--- config.mk ---
export PLATFORM = sky130hd
export DESIGN_NAME = prio_enc_drain
export DESIGN_NICKNAME = d
export VERILOG_FILES = /design/src/rtl/prio_enc_drain.sv
export SDC_FILE = /design/constraint.sdc
export NUM_CORES = 1
export LEC_CHECK = 0
export CORE_MARGIN = 3
export CORE_UTILIZATION = 47
export DETAILED_ROUTE_END_ITERATION = 10
export HOLD_SLACK_MARGIN = 0.03
export PLACE_DENSITY_LB_ADDON = 0.3
export SLEW_MARGIN = 0
export SYNTH_ARGS = -nofsm -noshare
export SYNTH_HDL_FRONTEND = slang
export SYNTH_SLANG_ARGS = --single-unit
--- constraint.sdc ---
create_clock -name clk -period 1.7 [get_ports clk]
set_clock_uncertainty 0.05 [all_clocks]
set_input_delay 0.34 -clock clk [delete_from_list [all_inputs] [get_ports clk]]
set_output_delay 0.34 -clock clk [all_outputs]
set_load 0.01 [all_outputs]
--- src/rtl/prio_enc_drain.sv ---
// prio_enc_drain: captures a request vector and emits one encoded index per set bit, MSB-first (LSB-first with PRIO_ENC_LSB_FIRST_EN).
// Latency: first beat is presented one cycle after acceptance; then one beat per cycle while out_ready is high.
// Backpressure: out_ready low freezes idx/v/last and pend; in_ready is low for the whole drain, and in_valid is ignored meanwhile.
module prio_enc_drain #(
  parameter int N = 8,
  parameter int W = $clog2(N)
) (
  input  logic         clk,
  input  logic         rst,
  input  logic [N-1:0] D,
  input  logic         in_valid,
  output logic         in_ready,
  output logic [W-1:0] idx,
  output logic         v,
  output logic         last,
  output logic         out_valid,
  input  logic         out_ready
);

  typedef enum logic {IDLE, DRAIN} state_t;

  state_t         state;
  state_t         state_nxt;
  logic [N-1:0]   pend;
  logic [N-1:0]   pend_clr;
  logic [W-1:0]   idx_clr;
  logic           accept;
  logic           beat;

  localparam logic [N-1:0] ONE = {{(N-1){1'b0}}, 1'b1};

  // Priority pick: the winning bit is the last one visited by the loop.
  function automatic logic [W-1:0] pick(input logic [N-1:0] vec);
    logic [W-1:0] r;
    r = '0;
`ifdef PRIO_ENC_LSB_FIRST_EN
    for (int i = N - 1; i >= 0; i--) begin
      if (vec[i]) r = W'(i);
    end
`else
    for (int i = 0; i < N; i++) begin
      if (vec[i]) r = W'(i);
    end
`endif
    return r;
  endfunction

  function automatic logic onehot(input logic [N-1:0] vec);
    return (vec != '0) && ((vec & (vec - ONE)) == '0);
  endfunction

  assign in_ready  = (state == IDLE);
  assign out_valid = (state == DRAIN);
  assign accept    = in_valid && in_ready;
  assign beat      = out_valid && out_ready;

  // Pending vector with the bit being emitted removed, and the index that follows it.
  always_comb begin
    pend_clr = pend & ~(ONE << idx);
    idx_clr  = pick(pend_clr);
  end

  // State register.
  always_ff @(posedge clk) begin
    if (rst) state <= IDLE;
    else     state <= state_nxt;
  end

  // Next-state: drain starts on acceptance and ends on the handshake of the last beat.
  always_comb begin
    state_nxt = state;
    case (state)
      IDLE:    if (accept) state_nxt = DRAIN;
      DRAIN:   if (beat && last) state_nxt = IDLE;
      default: state_nxt = IDLE;
    endcase
  end

  // Datapath: capture on acceptance, advance to the next pending bit on each non-final beat.
  always_ff @(posedge clk) begin
    if (rst) begin
      pend <= '0;
      idx  <= '0;
      v    <= 1'b0;
      last <= 1'b0;
    end else if (accept) begin
      pend <= D;
      idx  <= pick(D);
      v    <= (D != '0);
      last <= (D == '0) || onehot(D);
    end else if (beat) begin
      if (last) begin
        pend <= '0;
        idx  <= '0;
        v    <= 1'b0;
        last <= 1'b0;
      end else begin
        pend <= pend_clr;
        idx  <= idx_clr;
        last <= onehot(pend_clr);
      end
    end
  end

endmodule

==> results of run 1 <==
-- cell type report --
class                      count  share of cell area
timing repair buffer          61               0.302
tap                           27              0.0191
clock buffer                   4              0.0205
inverter                       5              0.0106
sequential                    14               0.168
multi-input combinational    122               0.479
-- sequential cells by signal, summed over array words and instances (netlist names) --
name / flops
pend: 8
last: 1
out_valid: 1
v: 1
idx: 3
-- cells in the final DEF (no fill, tap or decap), drive strengths merged, types with 2 or more instances in the layout --
master         Yosys  routed
a2111oi            2       2
a211oi             2       2
a21oi             11      11
a221oi             3       3
a22oi              4       4
buf                6      43
clkbuf             5       4
clkdlybuf4s50      0      14
dfxtp             14      14
dlygate4sd2        0       3
inv                5       5
maj3               3       3
nand2              6       6
nand2b             4       4
nand3              2       2
nor2              24      24
nor2b              5       5
nor3               7       7
nor3b              3       3
nor4               2       2
o211ai             2       2
o21ai             12      12
o21ba              2       2
o22ai              2       2
or2                3       3
or3                2       2
-- layer usage --
layer / global-route usage / part of all wire
met3: 0.0872 / 0.10
met5: 0 / 0
met4: 0.137 / 0.053
met1: 0.340 / 0.37
met2: 0.492 / 0.47
-- cell usage after synthesis (all sizes together) (2+ instances only) --
cell     number  share of area
nor2b         5          0.028
or3           2          0.011
nor4          2          0.011
nand2b        4          0.023
or2           3          0.017
a21oi        11          0.050
dfxtp        14           0.25
a221oi        3          0.024
inv           5          0.017
o22ai         2          0.011
o21ba         2          0.018
nand2         6          0.023
buf           6          0.026
a211oi        2          0.014
nand3         2         0.0090
o21ai        12          0.054
o211ai        2          0.014
a2111oi       2          0.016
nor2         24          0.081
nor3          7          0.032
clkbuf        5          0.017
a22oi         4          0.027
maj3          3          0.027
nor3b         3          0.020
-- kinds of logic after synthesis --
logic type | after synthesis | synth area share
and+or+nand+nor | 64 | 0.305
adders and majority gates | 3 | 0.0271
buffers and inverters | 16 | 0.0599
AOI/OAI and AO/OA | 53 | 0.339
xor gates and xnor gates | 2 | 0.0158
DFF | 14 | 0.253
-- repair_timing --
| item | 4_1_cts | 5_1_grt |
|---|---|---|
| endpoints found under the setup margin | 8 | 6 |
| setup buffers | 6 | 0 |
| resized for setup | 15 | 15 |
| pin swaps | 3 | 4 |
-- where the power goes --
| part | switching (mW) | internal, mW | total (mW) |
|---|---|---|---|
| registers | 0.0417 | 0.355 | 0.397 |
| logic | 0.235 | 0.268 | 0.502 |
| clock network | 0.124 | 0.131 | 0.255 |
-- through the flow --
stage | std cells | util | setup WS, ns | area (µm²) | hold slack, ns
global placement | 223 | 0.754 | -0.337 | 1580 | 0.464
global route | 233 | 0.840 | -0.0893 | 1770 | 0.524
finish | 233 | 0.840 | -0.0281 | 1770 | 0.484
CTS | 233 | 0.813 | -0.00215 | 1710 | 0.489
detailed placement | 223 | 0.754 | -0.375 | 1580 | 0.488
floorplan | 152 | - | 0.00606 | 1140 | 0.430
-- worst reg2reg max path, delay by kind of cell (launching register included) --
kind | cells | cell delay [ns]
and+or+nand+nor | 1 | 0.47
buffers and inverters | 1 | 0.13
DFF | 1 | 0.39
AOI/OAI and AO/OA | 3 | 0.45
xor gates and xnor gates | 1 | 0.14
-- worst max-delay path by stage --
stage                    from     end  slack [ns]  depth (start not counted)
floorplan              idx[2]    last       0.006                          6
global placement    out_ready    last       -0.34                          6
detailed placement  out_ready    last       -0.38                          6
CTS                    idx[0]    last      -0.002                          6
global route           idx[0]  idx[0]       -0.09                          6
finish                 idx[0]    last       -0.03                          6
==> out/metrics.json, run 1 <==
{
  "run_status": "finished, violations left",
  "violations": "negative setup slack",
  "max-vdd-ir-drop_uv": 567,
  "p_per_area_nw_per_um2": 653,
  "synth_warnings": 0,
  "initial_utilization": 0.527,
  "worstRegToRegCells": 6,
  "setup_tns_ns": -0.0465,
  "slew_headroom": 0.804,
  "clock_path_buffers": 2,
  "cts-hold-fix-buffers": 0,
  "critPathKind": "reg -> reg",
  "cell_type_of_the_slowest_stage_on_the_worst_timing_path": "or4_4",
  "floorplan.die.height_um": 54.5,
  "placement.io_buffers": 18,
  "synth_edf_count": 0,
  "ffs_w_async_s_r_synth": 0,
  "area_of_combinational_cells_with_multiple_inputs_um2": 847,
  "slew_violations": 0,
  "synthesis.instances": 152,
  "crit_path_start_kind": "register",
  "cpLargestDelayFamily": "simple AND/OR/NAND/NOR gates",
  "clk-insertion-delay-late_ns": 0.29,
  "grt.total_usage": 0.294,
  "final-seq-area_um2": 297,
  "cts-buffers-inserted": 3,
  "placement_rows": 16,
  "n_fill_cell": 124,
  "drive_gt1_frac": 0.354,
  "via_per_inst": 6.44,
  "finalSetupViolCount": 2,
  "timing.critical_path.fanout_max": 7,
  "critical_path.reg2reg.startpoint": "idx[0]",
  "post-route-drc-count": 0,
  "timing.max_cap.violations": 0,
  "cp_slowest_stage_delay_ns": 0.47,
  "ys_seq_elements": 14,
  "worst_hold_path.num_cells": 2,
  "critical_path_required_ns": 1.84,
  "cts_num_sinks": 14,
  "worstPathArrival_ns": 1.86,
  "critical_path.cell_chain": "buf_6 -> or4_4 -> o22ai_2 -> a21oi_2 -> xnor2_1 -> a311o_1",
  "die_width_um": 54.5,
  "final_net_count": 219,
  "max_slew.worst_pin.slew_ns": 0.291,
  "synth-main-ff-cell": "dfxtp_1",
  "synth.net_count": 164,
  "dr.first_iter.drc_count": 94,
  "rsz_0062_raised_after_global_routing": "yes",
  "core_area_um2": 2100,
  "post_layout_min_period_ns": 1.73,
  "post-layout-total-power_mw": 1.15,
  "synth_cell_types": 49,
  "drt-total-wl_um": 4050,
  "detailroute.via_count": 1500,
  "ant_nets": 0,
  "globalplace.congestion": 0.974,
  "fmax_mhz": 579,
  "area_growth_pct": 59.5,
  "cts_htree_levels": 1,
  "hold_viol_final": 0,
  "n_antenna_cell": 0,
  "setup_crit_end_kind": "register",
  "grt_pass1_vias": 1396,
  "grt_pass1_wl_um": 6320,
  "ios": 19,
  "detailedRoute.firstPassIterationCount": 4,
  "postSynthAreaPerCell_um2": 7.28,
  "final.setup.worst_slack_ns": -0.0281,
  "dieArea_um2": 2970,
  "hpwl_um": 2720,
  "worst_case_register_to_register_setup_slack_ns": -0.03,
  "proportion_of_synthesized_chip_area_in_sequential_cells": 0.253,
  "power_leakage_nw": 0.727,
  "clk_pin_slew_worst_paths_ns": 0.10,
  "maximum_number_of_pins_on_one_net_before_global_route_repair": 14,
  "hold_path.class": "reg -> reg",
  "clockRootBuffer": "clkbuf_4",
  "overflow": 0,
  "period_utilization_post_route": 1.02,
  "initial_antenna_violation_count": 0,
  "tritoncts": "built",
  "drt-wirelength-per-cell_um": 17.4,
  "syn-cell-area_um2": 1110,
  "reg2reg_to": "last",
  "worst_hold_startpoint": "v",
  "min_to": "v",
  "cp.buffers_inverters": 1
}
No activity file was read; power rests on OpenSTA's default activity.
==> run 2, diff against run 1 <==
--- a/config.mk
+++ b/config.mk
@@ -6,8 +6,9 @@
 export NUM_CORES = 1
 export LEC_CHECK = 0
 export CORE_MARGIN = 3
-export CORE_UTILIZATION = 47
+export CORE_UTILIZATION = 52
 export DETAILED_ROUTE_END_ITERATION = 10
+export DONT_BUFFER_PORTS = 1
 export HOLD_SLACK_MARGIN = 0.03
 export PLACE_DENSITY_LB_ADDON = 0.3
 export SLEW_MARGIN = 0
==> run 2 against run 1 <==
Compared with the run above:
- the flow still finishes with violations (negative setup slack)
- count of clock-buffer cells in the layout unchanged
- cell area down 15%
- wire length down 11%
- sequential power about the same
- core utilization down 7.9 points
- highest routed layer unchanged
- die area down 8.6%
- combinational power down 17%
- clock power down 4%
- via count down 10%
- fmax down 0.60%
- first-iteration DRC count down 11%
- global-route usage down 1.1 points
==> out/metrics.json, run 2 (synthesis results as in run 1) <==
{
  "run_status": "finished, violations left",
  "violations": "negative setup slack",
  "topRoutingLayerUsed": "met4",
  "clk_pin_slew_worst_paths_ns": 0.09,
  "final_util": 0.761,
  "floorplan.die.height_um": 52.1,
  "hpwl_um": 2350,
  "clk-insertion-delay-late_ns": 0.28,
  "slew_headroom": 0.611,
  "power.share.clock": 0.230,
  "final.hold.worst_slack_ns": 0.0548,
  "cts_num_sinks": 14,
  "commonest_cells_after_routing_fill_and_taps_aside": "buf_4 (30), nor2_1 (23), a21oi_1 (9), o21ai_0 (9), dfxtp_1 (8)",
  "worst_case_register_to_register_setup_slack_ns": -0.04,
  "dr_wl_met3_um": 384,
  "critPathKind": "reg -> reg",
  "grt_pass1_vias": 1272,
  "p_seq_frac": 0.376,
  "drive_gt1_frac": 0.382,
  "cell_type_of_the_slowest_stage_on_the_worst_timing_path": "dfxtp_4",
  "dp.cells": 191,
  "finalSetupViolCount": 1,
  "ios": 19,
  "crit_path_start": "idx[1]",
  "placement_rows": 16,
  "die_width_um": 52.1,
  "layout.cells.most_common": "buf_4",
  "regMostFlops": "pend",
  "crit_path_start_kind": "register",
  "detailroute.via_count": 1348,
  "timing.max_cap.violations": 0,
  "final_design_area_no_fill_um2": 1510,
  "clockRootBuffer": "clkbuf_4",
  "p_per_area_nw_per_um2": 704,
  "power.switching_fraction": 0.337,
  "flip_flop_count_of_the_largest_register_all_copies_and_words_added": 8,
  "grt_pass1_wl_um": 5820,
  "timing.critical_path.fanout_max": 7,
  "hold_viol_final": 0,
  "critical_path_required_ns": 1.88,
  "grt.total_usage": 0.283,
  "core_area_um2": 1980,
  "tritoncts": "built",
  "rsz_0062_raised_after_global_routing": "yes",
  "cts-hold-fix-buffers": 0,
  "critical_path.cell_chain": "buf_6 -> buf_4 -> a22o_1 -> o21ai_0 -> o211ai_1 -> o41ai_2 -> a311o_1",
  "drt-wirelength-per-cell_um": 17.5,
  "reg2reg_to": "last",
  "worstPathArrival_ns": 1.91,
  "power_leakage_nw": 0.596,
  "worst_hold_startpoint": "rst",
  "max-vdd-ir-drop_uv": 498,
  "placedInstanceArea_um2": 1290,
  "min_to": "idx[0]",
  "worst_setup_slack_post_dpl_ns": -0.0367,
  "setup_crit_end_kind": "register",
  "period_utilization_post_route": 1.02,
  "clock_path_buffers": 2,
  "initial_antenna_violation_count": 0,
  "slew_violations": 0,
  "initial_utilization": 0.559,
  "post-layout-total-power_mw": 1.06,
  "detailed_route_wire_length_on_metal_1_um": 1340,
  "dieArea_um2": 2720,
  "cp_slowest_stage_delay_ns": 0.39,
  "detailedRoute.firstPassIterationCount": 7,
  "final_net_count": 191,
  "post_layout_min_period_ns": 1.74,
  "dr.first_iter.drc_count": 84,
  "final.setup.worst_slack_ns": -0.0385,
  "fmax_mhz": 575,
  "maximum_number_of_pins_on_one_net_before_global_route_repair": 18,
  "placement.io_buffers": 0,
  "worstRegToRegCells": 7,
  "post-route-drc-count": 0,
  "ant_nets": 0,
  "critical_path.reg2reg.startpoint": "idx[1]",
  "hold_path.class": "in -> reg",
  "largest_registers": "pend x8, idx x3",
  "area_growth_pct": 36.3,
  "finish.cell_count_without_fillers": 205,
  "power_spent_charging_and_discharging_nets_uw": 358,
  "cts_htree_levels": 1,
  "overflow": 0,
  "via_per_inst": 6.58,
  "met2RoutedLength_um": 1740,
  "n_antenna_cell": 0,
  "globalplace.congestion": 1.06,
  "max_slew.worst_pin.slew_ns": 0.583,
  "drt-total-wl_um": 3600,
  "setup_tns_ns": -0.0385,
  "worst_hold_path.num_cells": 1,
  "p_int_uw": 704,
  "cts-buffers-inserted": 3,
  "power.combinational.fraction": 0.394
}
-- run 2: worst max path at each step --
stage,cells after the start,to,slack [ns]
after floorplan,6,last,0.006
after global placement,4,last,0.009
after detailed placement,6,last,-0.04
after CTS,6,last,-0.02
after global routing,7,last,-0.07
final,7,last,-0.04
-- run 2: critical path, delay by kind of cell (launching register included) --
kind | cells | cell delay [ns]
buffers and inverters | 2 | 0.28
flip-flops | 1 | 0.39
AO/OA/AOI/OAI | 5 | 0.96
-- run 2: final cells by class --
type | count | area (µm²)
multi-input cells | 122 | 863
fillers | 148 | 473
flip-flops and latches | 14 | 298
repair buffers | 33 | 259
clock buffers | 4 | 36.3
well taps | 27 | 33.8
inverters | 5 | 18.8
-- run 2: metal layers --
metal  vias up  global-route usage
li1        622                   -
met1       608               0.358
met2        98               0.477
met3        20              0.0573
met4         0              0.0936
met5         -                   0
-- run 2: power by group through the flow --
| stage | Combinational [mW] | Clock (mW) | Sequential, mW |
|---|---|---|---|
| 2_1_floorplan | 0.238 | 0 | 0.392 |
| 3_3_place_gp | 0.313 | 0 | 0.402 |
| 3_5_place_dp | 0.318 | 0 | 0.405 |
| 4_1_cts | 0.375 | 0.250 | 0.396 |
| 5_1_grt | 0.453 | 0.259 | 0.404 |
| 6_report | 0.419 | 0.244 | 0.399 |
-- run 2: repair_timing --
action | in CTS | in global routing
buffers inserted | 10 | 1
gates resized for setup | 18 | 12
endpoints found under the setup margin | 2 | 5
pin swaps | 11 | 4
endpoints found under the hold margin | 0 | 0
==> run 3, diff against run 2 <==
--- a/config.mk
+++ b/config.mk
@@ -11,6 +11,7 @@
 export DONT_BUFFER_PORTS = 1
 export HOLD_SLACK_MARGIN = 0.03
 export PLACE_DENSITY_LB_ADDON = 0.3
+export SETUP_SLACK_MARGIN = 0.3
 export SLEW_MARGIN = 0
 export SYNTH_ARGS = -nofsm -noshare
 export SYNTH_HDL_FRONTEND = slang
==> run 3 against run 2 <==
Compared with the run above:
- the flow still finishes with violations (negative setup slack)
- sequential cell count unchanged
- die area unchanged
- global-route usage decreased by 2.3 points
- total power decreased by 6.7%
- cell count decreased by 6.3%
- register-to-register slack improved by 0.04 ns
- critical path type unchanged
- critical endpoint unchanged
- largest cell class unchanged
==> out/metrics.json, run 3 (synthesis results as in run 1) <==
{
  "run_status": "finished, violations left",
  "violations": "negative setup slack",
  "hpwl_um": 2210,
  "clockRootBuffer": "clkbuf_4",
  "cpLargestDelayFamily": "compound AO/OA/AOI/OAI gates",
  "drt-wirelength-per-cell_um": 17.4,
  "placement.io_buffers": 0,
  "largest_registers": "pend x8, idx x3",
  "flip_flop_count_of_the_largest_register_all_copies_and_words_added": 8,
  "ios": 19,
  "slew_violations": 0,
  "rsz_0062_raised_after_global_routing": "yes",
  "power_spent_charging_and_discharging_nets_uw": 356,
  "overflow": 0,
  "n_fill_cell": 140,
  "p_int_uw": 635,
  "setup_crit_end_kind": "register",
  "p_seq_frac": 0.421,
  "critical_path.cell_chain": "buf_4 -> nor4bb_2 -> nor3_1 -> o211ai_1 -> o41ai_2 -> a311o_1",
  "cts-buffers-inserted": 3,
  "critPathKind": "reg -> reg",
  "final_util": 0.715,
  "power.switching_fraction": 0.360,
  "cts_htree_levels": 1,
  "final-seq-area_um2": 298,
  "detailedRoute.firstPassIterationCount": 8,
  "final_net_count": 178,
  "worstPathArrival_ns": 1.83,
  "clk-insertion-delay-late_ns": 0.29,
  "power_leakage_nw": 0.520,
  "initial_utilization": 0.559,
  "commonest_cells_after_routing_fill_and_taps_aside": "nor2_1 (23), buf_4 (17), a21oi_1 (9)",
  "slew_headroom": 0.715,
  "initial_antenna_violation_count": 0,
  "p_per_area_nw_per_um2": 700,
  "hold_path.class": "in -> reg",
  "die_width_um": 52.1,
  "power.combinational.fraction": 0.367,
  "crit_path_start_kind": "register",
  "final.hold.worst_slack_ns": 0.0429,
  "dieArea_um2": 2720,
  "post-route-drc-count": 0,
  "grt_pass1_wl_um": 5440,
  "ant_nets": 0,
  "area_of_combinational_cells_with_multiple_inputs_um2": 878,
  "final.setup.worst_slack_ns": -0.000267,
  "via_per_inst": 6.52,
  "fmax_mhz": 588,
  "tritoncts": "built",
  "timing.max_cap.violations": 0,
  "n_antenna_cell": 0,
  "post_layout_min_period_ns": 1.70,
  "area_growth_pct": 27.9,
  "grt.total_usage": 0.260,
  "clock_path_buffers": 2,
  "cts_num_sinks": 14,
  "critical_path_required_ns": 1.83,
  "post-layout-total-power_uw": 991,
  "grt_pass1_vias": 1203,
  "drt-total-wl_um": 3330,
  "final_design_area_no_fill_um2": 1420,
  "cp_slowest_stage_delay_ns": 0.41,
  "core_area_um2": 1980,
  "layout.cells.most_common": "nor2_1",
  "finalSetupViolCount": 1,
  "drive_gt1_frac": 0.333,
  "floorplan.die.height_um": 52.1,
  "globalplace.congestion": 0.946,
  "cell_type_of_the_slowest_stage_on_the_worst_timing_path": "dfxtp_4",
  "placement_rows": 16,
  "max-vdd-ir-drop_uv": 687,
  "period_utilization_post_route": 1.00,
  "cp.buffers_inverters": 1,
  "timing.critical_path.fanout_max": 8,
  "maximum_number_of_pins_on_one_net_before_global_route_repair": 19,
  "placedInstanceArea_um2": 1220,
  "dr.first_iter.drc_count": 73,
  "max_slew.worst_pin.slew_ns": 0.426,
  "regMostFlops": "pend",
  "hold_viol_final": 0,
  "power.share.clock": 0.213,
  "clk_pin_slew_worst_paths_ns": 0.09,
  "detailroute.via_count": 1252
}
## run 3: worst register-to-register path, delay by kind of cell (launching register included)
kind                   cells  cell delay (ns)
AO/OA/AOI/OAI              3             0.59
buffers and inverters      1             0.13
flip-flops                 1             0.41
AND/OR/NAND/NOR            2             0.42
## run 3: cell type report
type                            instances  area share
Multi-Input combinational cell        122       0.620
Sequential cell                        14       0.210
Timing Repair Buffer                   20       0.114
Tap cell                               27      0.0239
Clock buffer                            4      0.0186
Inverter                                5      0.0133
## run 3: worst paths after layout
path / from / to / slack, ns / cells after the start
max: idx[0] / last / -0.0003 / 6
max reg2reg: idx[0] / last / -0.0003 / 6
min reg2reg: v / v / 0.52 / 2
min: rst / idx[0] / 0.04 / 1
## run 3: layer usage
layer,up-vias,part of all wire,GRT usage
met3,15,0.075,0.0430
met5,-,0,0
met2,56,0.47,0.429
li1,593,-,-
met4,0,0.032,0.106
met1,588,0.42,0.334
## run 3: power by group through the flow
stage          sequential (mW)  clock (mW)  combinational [mW]
2_1_floorplan            0.393           0               0.244
3_3_place_gp             0.421           0               0.271
3_5_place_dp             0.424           0               0.277
4_1_cts                  0.415       0.213               0.295
5_1_grt                  0.424       0.229               0.394
6_report                 0.417       0.211               0.363
## run 3: what timing repair did
item                       CTS  global route
pin swaps                    0             6
setup endpoints to repair    8            11
hold buffers                 0             0
gates resized for setup      8            25
setup buffers                3             5
## run 3: stage by stage
step                cells  setup WS, ns  setup TNS (ns)
floorplan             152        0.0691               0
global placement      180        0.0403               0
detailed placement    180        0.0125               0
CTS                   187        0.0517               0
global route          192       -0.0944         -0.0944
finish                192     -0.000267       -0.000267
==> edit 1 (config.mk and constraints of run 1) <==
Set the parameter `N` to 16 (it was 8).
--- a/src/rtl/prio_enc_drain.sv
+++ b/src/rtl/prio_enc_drain.sv
@@ -3,5 +3,5 @@
 // Backpressure: out_ready low freezes idx/v/last and pend; in_ready is low for the whole drain, and in_valid is ignored meanwhile.
 module prio_enc_drain #(
-  parameter int N = 8,
+  parameter int N = 16,
   parameter int W = $clog2(N)
 ) (
Ports: changed (resized D and idx); port bits go from 19 to 28. No check against the original RTL was run, so the function may have changed too.
==> edit 1 against run 1 <==
Sequential cell count increased by 9. Power grew 78%. Cell area grew 83%. Hold slack got worse by 0.088 ns. Synthesized area up 71%. Global-route usage rose by 1.6 points. Setup slack got worse by 0.30 ns. The flow still finishes with violations (setup timing). Wire length is 110% higher. Largest cell class unchanged.
==> edit 1: results <==
pwr:
  power_frac_clock_pct: 18.1
  ir_drop_uv: 367
  p_comb_mw: 1.03
status:
  violations: "setup timing"
  status: "finished, violations left"
final_layout:
  top_regs: "pend (16), idx (4)"
cts:
  cts_resized: 38
  root_buffer: "clkbuf_8"
min_path:
  hp-class: "primary input to register"
  worstHoldStart: "D[11]"
global_route:
  grt_pass1_wl_um: 12100
  grt_pass1_vias: 2477
  gr-usage-all-layers_pct: 31.0
placement:
  gp_congestion: 1.01
  hpwl_um: 5300
synth:
  synth_nets: 268
  ys_top_cells_by_area: "dfxtp_1 (24%), nor2_1 (6.5%), o21ai_0 (5.0%)"
  synth-seq-area-share_pct: 24.3
  synthTopCellsByCount: "nor2_1 (33), dfxtp_1 (23), nand2_1 (19), o21ai_0 (19), a21oi_1 (12)"
routing:
  firstDrtPassIters: 6
  avgViaCountPerCell: 6.73
sta:
  setup_violations: 6
  relSlewSlack_pct: 74.8
  finalSetupTns_ns: -0.965
  layout_setup_ws_ns: -0.326
==> edit 1: cells by family (layout without fill, tap and decap cells) <==
logic type / after synthesis / count (layout) / synth area share, %
AO/OA/AOI/OAI: 104 / 104 / 41.0
AND/OR/NAND/NOR: 97 / 97 / 26.6
flip-flops: 23 / 23 / 24.3
buffers and inverters: 19 / 138 / 5.41
multiplexers: 4 / 4 / 2.24
adder cells (fa/ha/maj): 1 / 1 / 0.528
==> edit 1: final cells by class <==
class | instances | area, sq um | share of cell area [%]
Clock buffer | 4 | 45.0 | 1.40
Inverter | 5 | 18.8 | 0.582
Multi-Input combinational cell | 206 | 1530 | 47.4
Sequential cell | 23 | 477 | 14.8
Tap cell | 48 | 60.1 | 1.86
Timing Repair Buffer | 129 | 1090 | 33.9
==> edit 1: stage by stage <==
step	hold slack (ns)	instances	util (%)	cell area, sq um	worst slack [ns]
6_report	0.396	415	85.5	3230	-0.326
5_1_grt	0.406	415	85.5	3230	-0.400
4_1_cts	0.485	410	80.5	3030	-0.263
3_5_place_dp	0.461	400	75.9	2860	-0.604
3_3_place_gp	0.453	400	75.9	2860	-0.585
2_1_floorplan	0.408	248	-	1930	-0.111
==> edit 1: worst max-delay path: stages (launching register included) <==
cell and delay (ns):
dfxtp_4 0.44, buf_6 0.14, buf_4 0.13, nand4b_1 0.21, o22ai_2 0.22, nand2_2 0.11, nor3_2 0.19, mux2i_1 0.31
o31ai_1 0.12
==> edit 1: routing by layer <==
| layer | global-route usage, % | vias to the layer above | part of all wire [%] |
|---|---|---|---|
| li1 | - | 1197 | - |
| met1 | 39.1 | 1266 | 37 |
| met2 | 51.4 | 256 | 45 |
| met3 | 4.49 | 73 | 10 |
| met4 | 15.0 | 0 | 7.2 |
| met5 | 0 | - | 0 |
==> edit 2 (settings of run 1) <==
Without the edit above. Reset style: asynchronous (`rst`), changed in 2 clocked blocks.
--- a/src/rtl/prio_enc_drain.sv
+++ b/src/rtl/prio_enc_drain.sv
@@ -62,5 +62,5 @@
 
   // State register.
-  always_ff @(posedge clk) begin
+  always_ff @(posedge clk or posedge rst) begin
     if (rst) state <= IDLE;
     else     state <= state_nxt;
@@ -78,5 +78,5 @@
 
   // Datapath: capture on acceptance, advance to the next pending bit on each non-final beat.
-  always_ff @(posedge clk) begin
+  always_ff @(posedge clk or posedge rst) begin
     if (rst) begin
       pend <= '0;
Behaviour: differs if rst is asserted again (counterexample within 4 cycles, from zero or initial values and one cycle with rst high); with rst held inactive, the same outputs for 10 cycles.
==> edit 2 against run 1 <==
The flow still finishes with violations (setup timing). Sequential share of layout area increased by 4.0 points. Wire length decreased by 10%. Cell area decreased by 3.0%. Global-route usage decreased by 1.6 points. Critical path depth decreased by 1. Synthesized area increased by 1.4%. Sequential cell count unchanged. Setup slack got worse by 0.082 ns. Count of clock-buffer cells in the layout unchanged.
Power is not compared: it rests on default switching activity, and its combinational part moved more than twofold at a synthesized area within 25%.
==> edit 2: results <==
status:
  status: "finished, violations left"
  violations: "setup timing"
synth:
  ys_top_cells_by_area: "dfrtp_1 (31%), o21ai_0 (4.9%), nand2_1 (4.0%)"
  synth_compound_area_share_pct: 36.9
  synth_xor_xnor_area_share_pct: 0
  synthMuxAreaShare_pct: 2.01
  synthTopCellsByCount: "dfrtp_1 (14), nand2_1 (12), o21ai_0 (11)"
  async_reset_ff_share_pct: 100
  synthAdderAreaFrac_pct: 1.90
  synth_nets: 145
  postSynthAreaPerCell_sq_um: 8.44
  synth-seq-area-share_pct: 31.2
  synth_cell_types: 48
final_layout:
  seq_share_pct: 20.7
  multi_input_comb_area_sq_um: 752
  antenna_cells: 0
  n_clock_buffer: 4
  clockNetworkAreaShare_pct: 1.53
  buffer_area_share_pct: 30.2
  fillers: 163
  nNonClkBuffers: 64
  post-route-util_pct: 76.7
  seq_cells: 14
  multi_input_area_share_pct: 43.9
  multi_input_comb_cells: 104
  drive_gt1_share_pct: 36.3
  n_all_inverters: 7
routing:
  vias: 1355
  drt_iter0_drc: 36
  wl_per_cell_um: 16.4
  met2WireLength_um: 1820
  drt-met1-wl_um: 1520
  route.top_layer_used: "met4"
  avgViaCountPerCell: 6.13
  wl_met3_um: 222
global_route:
  grt_pass1_wl_um: 5920
  gr-usage-all-layers_pct: 27.8
  grtUsageMet1_pct: 35.0
  grt_max_degree: 15
  met3_usage_pct: 4.63
  grt_pass1_vias: 1357
  use_met2_pct: 47.0
placement:
  pre_cts_ws_ns: -0.500
  hpwl_um: 2780
  gp_congestion: 0.840
  dp.cells: 211
critical_path:
  path_delay_family: "compound AO/OA/AOI/OAI gates"
  crit_slowest_cell: "dfrtp_2"
  cp_max_fo: 3
sta:
  relSlewSlack_pct: 64.5
  setup_violations: 1
  layout_setup_ws_ns: -0.110
  finalSetupTns_ns: -0.110
cts:
  postCtsSetupRepairBufs: 5
  cts_resized: 13
min_path:
  hp-class: "primary input to async pin"
edit 2: cell count changes after synthesis, moves of 3 or more:
| cell | before | now |
|---|---|---|
| a31oi_1 | 1 | 4 |
| nand2_1 | 5 | 12 |
| nor3_1 | 7 | 4 |
| dfrtp_1 | 0 | 14 |
| a21oi_1 | 11 | 8 |
| nor2_1 | 24 | 7 |
| a22o_1 | 1 | 4 |
| dfxtp_1 | 14 | 0 |
| clkbuf_1 | 5 | 2 |
| nand3b_1 | 0 | 3 |
edit 2: worst register-to-register path, stage by stage (launching register included):
cell and delay (ns):
dfrtp_2 0.44, mux2_4 0.31, o32a_4 0.34, o2111a_1 0.25, a211oi_2 0.21, o31ai_1 0.10
edit 2: worst paths after layout:
path                         from         to  slack (ns)  cells after the start
setup / recovery           idx[0]       last       -0.11                      5
max in group asynchronous     rst  out_valid        0.86                      2
setup reg to reg           idx[0]       last       -0.11                      5
hold / removal                rst    pend[0]        0.35                      2
hold reg to reg                 v          v        0.48                      1
min in group clk                v          v        0.48                      1
